[config.mk]
export PLATFORM = sky130hd
export DESIGN_NAME = fd_fetch_queue
export DESIGN_NICKNAME = d
export VERILOG_FILES = /design/src/rtl/fd_fetch_queue_pkg.sv /design/src/rtl/fd_pc_check.sv /design/src/rtl/fd_fetch_queue.sv
export SDC_FILE = /design/constraint.sdc
export NUM_CORES = 1
export LEC_CHECK = 0
export CAP_MARGIN = 20
export CORE_AREA = 2 2 113 115
export CTS_BUF_LIST = sky130_fd_sc_hd__clkbuf_16
export DETAILED_ROUTE_END_ITERATION = 16
export DIE_AREA = 0 0 115 117
export GPL_ROUTABILITY_DRIVEN = 0
export PLACE_DENSITY = 0.84
export SYNTH_ARGS = -nofsm -noshare
export SYNTH_HDL_FRONTEND = slang
export SYNTH_SLANG_ARGS = --single-unit
[constraint.sdc]
create_clock -name clk -period 7.25 [get_ports clk]
set_clock_uncertainty 0.2 [all_clocks]
set_input_delay 1.8125 -clock clk [delete_from_list [all_inputs] [get_ports clk]]
set_output_delay 1.8125 -clock clk [all_outputs]
set_load 0.02 [all_outputs]
[src/rtl/fd_fetch_queue_pkg.sv]
// ============================================================================
// fd_fetch_queue_pkg : shared constants for the fetch/decode queue.
// Rev 1.0 - initial release
// ============================================================================
`default_nettype none

package fd_fetch_queue_pkg;

   localparam logic [31:0] PC_BASE  = 32'h0000_3000;
   localparam logic [31:0] PC_TOP   = 32'h0000_6FFC;
   localparam logic [4:0]  EXC_ADEL = 5'd4;
   localparam logic [4:0]  EXC_NONE = 5'd0;

   // Word-aligned and inside the instruction memory window.
   function automatic logic pc_is_legal(input logic [31:0] pc);
      return (pc[1:0] == 2'b00) && (pc >= PC_BASE) && (pc <= PC_TOP);
   endfunction

endpackage

`default_nettype wire

[src/rtl/fd_pc_check.sv]
// ============================================================================
// fd_pc_check : combinational fetch-address check, pc in / exccode out.
// Rev 1.0 - initial release
// ============================================================================
`default_nettype none

module fd_pc_check
   import fd_fetch_queue_pkg::*;
(
   input  logic [31:0] pc,
   output logic [4:0]  exccode
);

   assign exccode = pc_is_legal(pc) ? EXC_NONE : EXC_ADEL;

endmodule

`default_nettype wire

[src/rtl/fd_fetch_queue.sv]
// ============================================================================
// fd_fetch_queue : DEPTH-entry {pc, instr, exccode} queue between fetch and
// decode. Optional fetch address checking under FD_FETCH_EXC_EN.
// Rev 1.0 - initial release
// ============================================================================
`default_nettype none

module fd_fetch_queue
   import fd_fetch_queue_pkg::*;
#(
   parameter int          DEPTH    = 2,
   parameter logic [31:0] PC_RESET = 32'h0000_3000
) (
   input  logic                     clk,
   input  logic                     reset,
   input  logic [31:0]              f_pc,
   input  logic [31:0]              f_instr,
   input  logic                     f_valid,
   output logic                     f_we,
   input  logic                     flush,
   input  logic                     d_stall,
   output logic                     d_valid,
   output logic [31:0]              d_pc,
   output logic [31:0]              d_instr,
   output logic [4:0]               d_exccode,
   output logic [$clog2(DEPTH):0]   d_count
);

   localparam int AW = $clog2(DEPTH);
   localparam int CW = AW + 1;

   logic [31:0]   r_pc    [DEPTH];
   logic [31:0]   r_instr [DEPTH];
   logic [AW-1:0] r_rd_ptr;
   logic [AW-1:0] r_wr_ptr;
   logic [CW-1:0] r_count;

   logic          w_full;
   logic          w_push;
   logic          w_pop;
   logic [31:0]   w_wr_instr;

   // Fetch enable never looks at d_stall, so no stall path reaches the PC.
   assign w_full  = (r_count == CW'(DEPTH));
   assign f_we    = flush | ~w_full;
   assign w_push  = f_valid & f_we & ~flush;
   assign d_valid = (r_count != '0);
   assign w_pop   = d_valid & ~d_stall & ~flush;

`ifdef FD_FETCH_EXC_EN
   logic [4:0] r_exc [DEPTH];
   logic [4:0] w_wr_exc;

   fd_pc_check u_pc_check (
      .pc      (f_pc),
      .exccode (w_wr_exc)
   );

   assign w_wr_instr = (w_wr_exc != EXC_NONE) ? 32'h0000_0000 : f_instr;

   always_ff @(posedge clk) begin
      if (reset) begin
         for (int i = 0; i < DEPTH; i++) r_exc[i] <= EXC_NONE;
      end else if (w_push) begin
         r_exc[r_wr_ptr] <= w_wr_exc;
      end
   end

   assign d_exccode = d_valid ? r_exc[r_rd_ptr] : EXC_NONE;
`else
   assign w_wr_instr = f_instr;
   assign d_exccode  = EXC_NONE;
`endif

   always_ff @(posedge clk) begin
      if (reset) begin
         for (int i = 0; i < DEPTH; i++) begin
            r_pc[i]    <= '0;
            r_instr[i] <= '0;
         end
      end else if (w_push) begin
         r_pc[r_wr_ptr]    <= f_pc;
         r_instr[r_wr_ptr] <= w_wr_instr;
      end
   end

   // Pointers wrap naturally because DEPTH is a power of two.
   always_ff @(posedge clk) begin
      if (reset || flush) begin
         r_rd_ptr <= '0;
         r_wr_ptr <= '0;
         r_count  <= '0;
      end else begin
         if (w_push) r_wr_ptr <= r_wr_ptr + AW'(1);
         if (w_pop)  r_rd_ptr <= r_rd_ptr + AW'(1);
         r_count <= r_count + CW'(w_push) - CW'(w_pop);
      end
   end

   assign d_pc    = d_valid ? r_pc[r_rd_ptr]    : PC_RESET;
   assign d_instr = d_valid ? r_instr[r_rd_ptr] : 32'h0000_0000;
   assign d_count = r_count;

endmodule

`default_nettype wire
==> metrics.md, run 1 <==
| Metric | Value |
|---|---|
| Pleak | `roughly 2.9 nW` |
| FILL cells | `~930` |
| Die height | `about 120 um` |
| Hold slack | `around 0.32 ns` |
| XOR/XNOR share of the synthesized area | `0.146%` |
| Hold buffers post-CTS | `0` |
| Final Hold Fails | `0` |
| Final setup viols | `0` |
| Final Slew Violations | `0` |
| Power per cell area | `229 nW/um2` |
| Number of global-route vias before repair | `about 3900` |
| CTS tree | `done` |
| Num CTS Buffers | `17` |
| Synth unique cells | `27` |
| Largest family of logic cells by synthesized area | `simple AND/OR/NAND/NOR gates` |
| Largest net degree at the start of global routing | `65` |
| Worst EP arrival | `between 3 and 4 ns` |
| Syn-to-layout area delta | `34.0%` |
| Root Driver | `clkbuf_16` |
| Core footprint | `12300 um2` |
| Total wire length | `~12 mm` |
| DRC viols | `0` |
| Layout cells sized above 1 | `between 6 and 7%` |
| Number of port buffers | `136` |
| DPL Wire Length | `between 7 and 8 mm` |
| Clock latency at the later pin of the worst-skew pair | `0.41 ns` |
| Setup repair bufs after CTS | `0` |
| Place WS | `about 2.2 ns` |
| GRT Util Overall | `19.0%` |
| Non-Filler Instances | `747` |
| R2R setup slack | `roughly 4.4 ns` |
| HP Class | `reg2reg` |
| Finished Core Util | `about two thirds` |
| Relative slew margins | `29.7%` |
| Yosys warnings | `0` |
| Min Tclk post-route | `a little over 5 ns` |
| Sequential area share after synthesis | `approximately two thirds` |
| Fin area | `8020 um2` |
| Layout Nets | `~660` |
| Drt pass-1 iters | `6` |
| Critical R2R Launch | `d_count[1]` |
| Synth Instances | `approximately 450` |
| RR Endpoint | `r_pc[0][1]` |
| F_max | `roughly 0.2 GHz` |
| Critical path class | `in2out` |
| Grt ovf | `0` |
| Clock Pin Slew Worst Setup and Hold Paths | `0.05 ns` |
| Rows | `41` |
| Resize count post-CTS | `0` |
| IO Count | `between 100 and 150` |
| Post-synthesis register bit count | `133` |
| Post-DRT Antenna Nets | `0` |
| Worst Hold Depth | `2` |
| Tightest Pin Transition | `approximately 1.1 ns` |
| Num Clock Sinks | `~130` |
| DRT iter0 DRCs | `203` |
| Syn Area/Cell | `approximately 13 um2` |
| Outcome | `finished clean` |
| Synth Area in Adders | `less than 1%` |
| Simple-Gate Fraction of Synth Area | `19.3%` |
| CP required | `about 5.2 ns` |
| Placed Cells | `between 700 and 800` |
| Worst VDD drop | `between 0.0001 and 0.00015 V` |
| Max Cap Viol | `0` |
| Setup TNS | `0 ns` |
| Reg2reg path depth | `5` |
| Die Width | `around 120 um` |
| Initial antenna violation count | `0` |
| Placed cell area | `7450 um2` |
| RSZ-0062 raised after global routing | `false` |
| Die area | `13500 um2` |
| Starting Density | `about half` |
| Compound-Gate Fraction of Synth Area | `less than 1%` |
| Total number of vias | `3813` |
| Period utilization | `a little over two thirds` |
| Mapped cell area | `5980 um2` |
| Hold path start | `r_rd_ptr` |
| Via density per instance | `approximately 5.1` |
| Final WS setup | `~2.2 ns` |
| CTS max path bufs | `2` |
| Post-synthesis mux area share | `a little over a tenth` |
| WL/cell | `~17 um` |
| Worst Setup Start Kind | `input pin` |
| Power Total | `around 1.8 mW` |
| First-pass GRT wire length | `between 15 and 20 mm` |
| # H-tree levels | `4` |
| CP Capture Type | `primary output` |
| # diodes | `0` |
| CP max FO | `5` |
==> worst max-delay path, stage by stage <==
cell and delay [ns]:
clkdlybuf4s50_1 0.52, nand2b_1 0.12, clkdlybuf4s50_1 0.60
==> state kept, by name (all words and copies together), names as in the netlist, named ones only <==
| register | flops |
|---|---|
| d_count | 2 |
| r_rd_ptr | 1 |
| r_instr | 64 |
| r_pc | 64 |
| r_wr_ptr | 1 |
==> power breakdown <==
group          internal (mW)  switching (mW)
registers              0.881          0.0127
logic                 0.0678          0.0707
clock network          0.495           0.307
==> layout by cell type, fill, tap and decap left out, drive strengths merged <==
cell type / Yosys / layout
nor3: 2 / 2
nor2b: 1 / 1
edfxtp: 128 / 128
a21oi: 2 / 2
a21o: 1 / 1
and2: 129 / 129
or3: 1 / 1
xor2: 1 / 1
dfxtp: 5 / 5
nor4: 2 / 2
clkdlybuf4s50: 0 / 136
o21bai: 2 / 2
inv: 4 / 8
ha: 2 / 2
nor2: 66 / 66
mux2i: 64 / 64
clkinvlp: 0 / 2
clkinv: 0 / 7
bufinv: 0 / 2
nand2b: 3 / 3
buf: 17 / 4
conb: 1 / 5
and4: 1 / 1
clkbuf: 15 / 17
or2: 1 / 1
o21ai: 1 / 1
nand2: 4 / 4
==> cells in the mapped netlist, drive strengths merged <==
| library cell | count | area, um2 |
|---|---|---|
| and2 | 129 | 807 |
| edfxtp | 128 | 3840 |
| nor2 | 66 | 248 |
| mux2i | 64 | 641 |
| buf | 17 | 92.6 |
| clkbuf | 15 | 63.8 |
| dfxtp | 5 | 100 |
| inv | 4 | 15.0 |
| nand2 | 4 | 15.0 |
| nand2b | 3 | 18.8 |
| a21oi | 2 | 10.0 |
| ha | 2 | 25.0 |
| nor3 | 2 | 10.0 |
| nor4 | 2 | 27.5 |
| o21bai | 2 | 15.0 |
| a21o | 1 | 7.51 |
| and4 | 1 | 8.76 |
| conb | 1 | 3.75 |
| nor2b | 1 | 6.26 |
| o21ai | 1 | 5.00 |
| or2 | 1 | 6.26 |
| or3 | 1 | 6.26 |
| xor2 | 1 | 8.76 |
==> final cells by class <==
class                           instances  area, um2  area share [%]
Timing Repair Buffer                  140       1400            17.5
Inverter                                4       15.0           0.187
Clock buffer                           17        425            5.31
Sequential cell                       133       3950            49.2
Clock inverter                         15        125            1.56
Multi-Input combinational cell        288       1910            23.8
Tap cell                              150        188            2.34
==> cell families (layout without fill, tap and decap cells) <==
logic type,Yosys count,count (layout)
AND/OR/NAND/NOR,210,210
flip-flops,133,133
multiplexers,64,64
buffers and inverters,36,176
AO/OA/AOI/OAI,6,6
adder cells (fa/ha/maj),2,2
other,1,5
XOR/XNOR,1,1
==> worst max-delay path by stage <==
stage | startpoint | endpoint | depth (start not counted)
after floorplan | flush | r_instr[0][0] | 4
after CTS | flush | f_we | 3
after global placement | flush | f_we | 3
after detailed placement | flush | f_we | 3
final | flush | f_we | 3
after global routing | flush | f_we | 3
==> metal layers <==
layer,track usage (%),vias to the layer above,wire length (um)
li1,-,1819,-
met1,20.8,1873,5080
met2,35.5,100,6610
met3,4.84,21,562
met4,7.39,0,183
met5,0,-,0
No activity file was read; power rests on OpenSTA's default activity.
==> run 2, diff against run 1 <==
- CORE_AREA: 2 2 113 115 -> 2 2 119 121
- DIE_AREA: 0 0 115 117 -> 0 0 121 123
- PLACE_DENSITY: 0.84 -> 0.8
- clock period: 7.25 -> 4.25 ns (I/O delays scaled with it)
==> metrics.md, run 2 (synthesized netlist as in run 1, its figures left out) <==
| Metric | Value |
|---|---|
| Layout cells sized above 1 | `7.00% (+0.97 points)` |
| Reg2reg path depth | `9 (+4)` |
| Setup TNS | `0 ns (unchanged)` |
| Tightest Pin Transition | `0.858 ns (-0.197 ns)` |
| Worst Path Buf+Inv | `2 (unchanged)` |
| Setup repair bufs after CTS | `0 (unchanged)` |
| Placed cell area | `7540 um2 (+1.2%)` |
| Relative slew margins | `42.8% (+13 points)` |
| Die Width | `121 um (+5.2%)` |
| Starting Density | `44.0% (-4.6 points)` |
| CTS tree | `done` |
| Power Total | `3.30 mW (+80%)` |
| Num CTS Buffers | `17 (unchanged)` |
| Clock latency at the later pin of the worst-skew pair | `0.41 ns (about the same)` |
| Final WS setup | `0.614 ns (-1.57 ns)` |
| Root Driver | `clkbuf_16` |
| Outcome | `finished clean` |
| CTS max path bufs | `2 (unchanged)` |
| CP required | `2.99 ns (-2.25 ns)` |
| Layout Nets | `658 (+0.46%)` |
| Most frequent cells in the layout | `clkdlybuf4s50_1, and2_1, edfxtp_1` |
| DRC viols | `0 (unchanged)` |
| Power per cell area | `404 nW/um2 (+77%)` |
| Final Hold Fails | `0 (unchanged)` |
| DPL Wire Length | `7.68 mm (+2.8%)` |
| Syn-to-layout area delta | `36.3%` |
| Place WS | `0.673 ns (-1.51 ns)` |
| Non-Filler Instances | `780 (+4.4%)` |
| Commonest non-fill, non-tap cell in the layout | `clkdlybuf4s50_1` |
| Die area | `14900 um2 (+11%)` |
| Worst path max stage delay | `0.67 ns (+0.07 ns)` |
| Worst VDD drop | `0.000220 V (+78%)` |
| F_max | `0.275 GHz` |
| WL/cell | `15.8 um (-5.1%)` |
| Period utilization | `roughly 86%` |
| Num Clock Sinks | `133 (unchanged)` |
| GRT Util Overall | `17.2% (-1.8 points)` |
| Worst EP arrival | `2.37 ns (-0.68 ns)` |
| Min Tclk post-route | `3.64 ns` |
| Post-DRT Antenna Nets | `0 (unchanged)` |
| First-pass GRT wire length | `19.4 mm (+1.3%)` |
| Critical path class | `reg2out` |
| Clock Pin Slew Worst Setup and Hold Paths | `0.06 ns (about the same)` |
| Critical path's top delay family | `buffers and inverters` |
| Worst Hold Depth | `2 (unchanged)` |
| Initial antenna violation count | `0 (unchanged)` |
| IO Count | `142 (unchanged)` |
| Critical path cell sequence | `buf_12 > mux2i_1 > nor2_1 > clkdlybuf4s50_1` |
| Final setup viols | `0 (unchanged)` |
| Final Slew Violations | `0 (unchanged)` |
| Rows | `43 (+4.9%)` |
| Hold buffers post-CTS | `0 (unchanged)` |
| Die height | `123 um (+5.1%)` |
| Total wire length | `12.3 mm (-0.90%)` |
| # diodes | `0 (unchanged)` |
| CP Capture Type | `primary output` |
| Slowest-stage cell, CP | `dfxtp_4` |
| Pleak | `2.92 nW (+2.2%)` |
| Drt pass-1 iters | `4 (-2)` |
| Via density per instance | `4.86 (-4.9%)` |
| Core footprint | `13600 um2 (+11%)` |
| Number of port buffers | `136 (unchanged)` |
| DRT iter0 DRCs | `227 (+12%)` |
| Crit path depth | `4 (+1)` |
| Total number of vias | `3787 (-0.68%)` |
| Grt ovf | `0 (unchanged)` |
| Largest net degree at the start of global routing | `65 (unchanged)` |
| Worst Setup Start Kind | `register` |
| RSZ-0062 raised after global routing | `false` |
| Resize count post-CTS | `0 (unchanged)` |
| Fin area | `8160 um2 (+1.8%)` |
| Placed Cells | `748 (+4.8%)` |
| HP Class | `reg2reg` |
| CP max FO | `38 (+33)` |
| Number of global-route vias before repair | `4123 (+5.1%)` |
| # H-tree levels | `4 (unchanged)` |
| Max Cap Viol | `0 (unchanged)` |
run 2: changes by cell type in the layout (fill, tap and decap cells not counted):
cell        delta
bufinv_16      +3
clkinv_2       +3
clkinvlp_4     -2
clkinv_4       -1
buf_4          +2
buf_12         +1
clkinv_1       -2
inv_1          -1
run 2: routing by layer:
metal  global-route usage [%]  part of all wire [%]
met4                     8.94                   3.1
met3                     4.20                   4.4
met1                     19.2                    41
met2                     30.7                    51
met5                        0                     0
run 2: where the power goes:
group	leakage, nW	internal, mW	switching, mW
sequential	1.39	1.50	0.0198
clock	0.321	1.02	0.510
combinational	1.21	0.118	0.122
total	2.92	2.64	0.653
run 2: worst reg2reg max path, delay by kind of cell (launching register included):
| family | cells | cell delay [ns] |
|---|---|---|
| simple gates | 4 | 0.92 |
| buf+inv | 2 | 0.39 |
| xor+xnor | 1 | 0.15 |
| fa+ha+maj | 2 | 0.45 |
| flops | 1 | 0.37 |
run 2: through the flow:
stage	hold slack (ns)	util, %
floorplan	0.280	-
global placement	0.285	55.4
detailed placement	0.298	55.4
CTS	0.310	59.9
global route	0.326	59.9
finish	0.315	59.9
run 2: final timing paths:
kind / startpoint / to / slack, ns
worst min register to register: r_rd_ptr / register / 0.31
worst max-delay path: register / d_instr[30] / 0.61
worst min-delay path: r_rd_ptr / register / 0.31
worst max register to register: d_count[1] / d_count[1] / 1.71
run 2: final cells by class:
type	instances	area, um2
clock buffer	17	425
clock inverter	15	195
fill	1059	5450
inverter	4	15.0
multi-input combinational	288	1910
sequential	133	3950
tap	180	225
timing repair buffer	143	1440
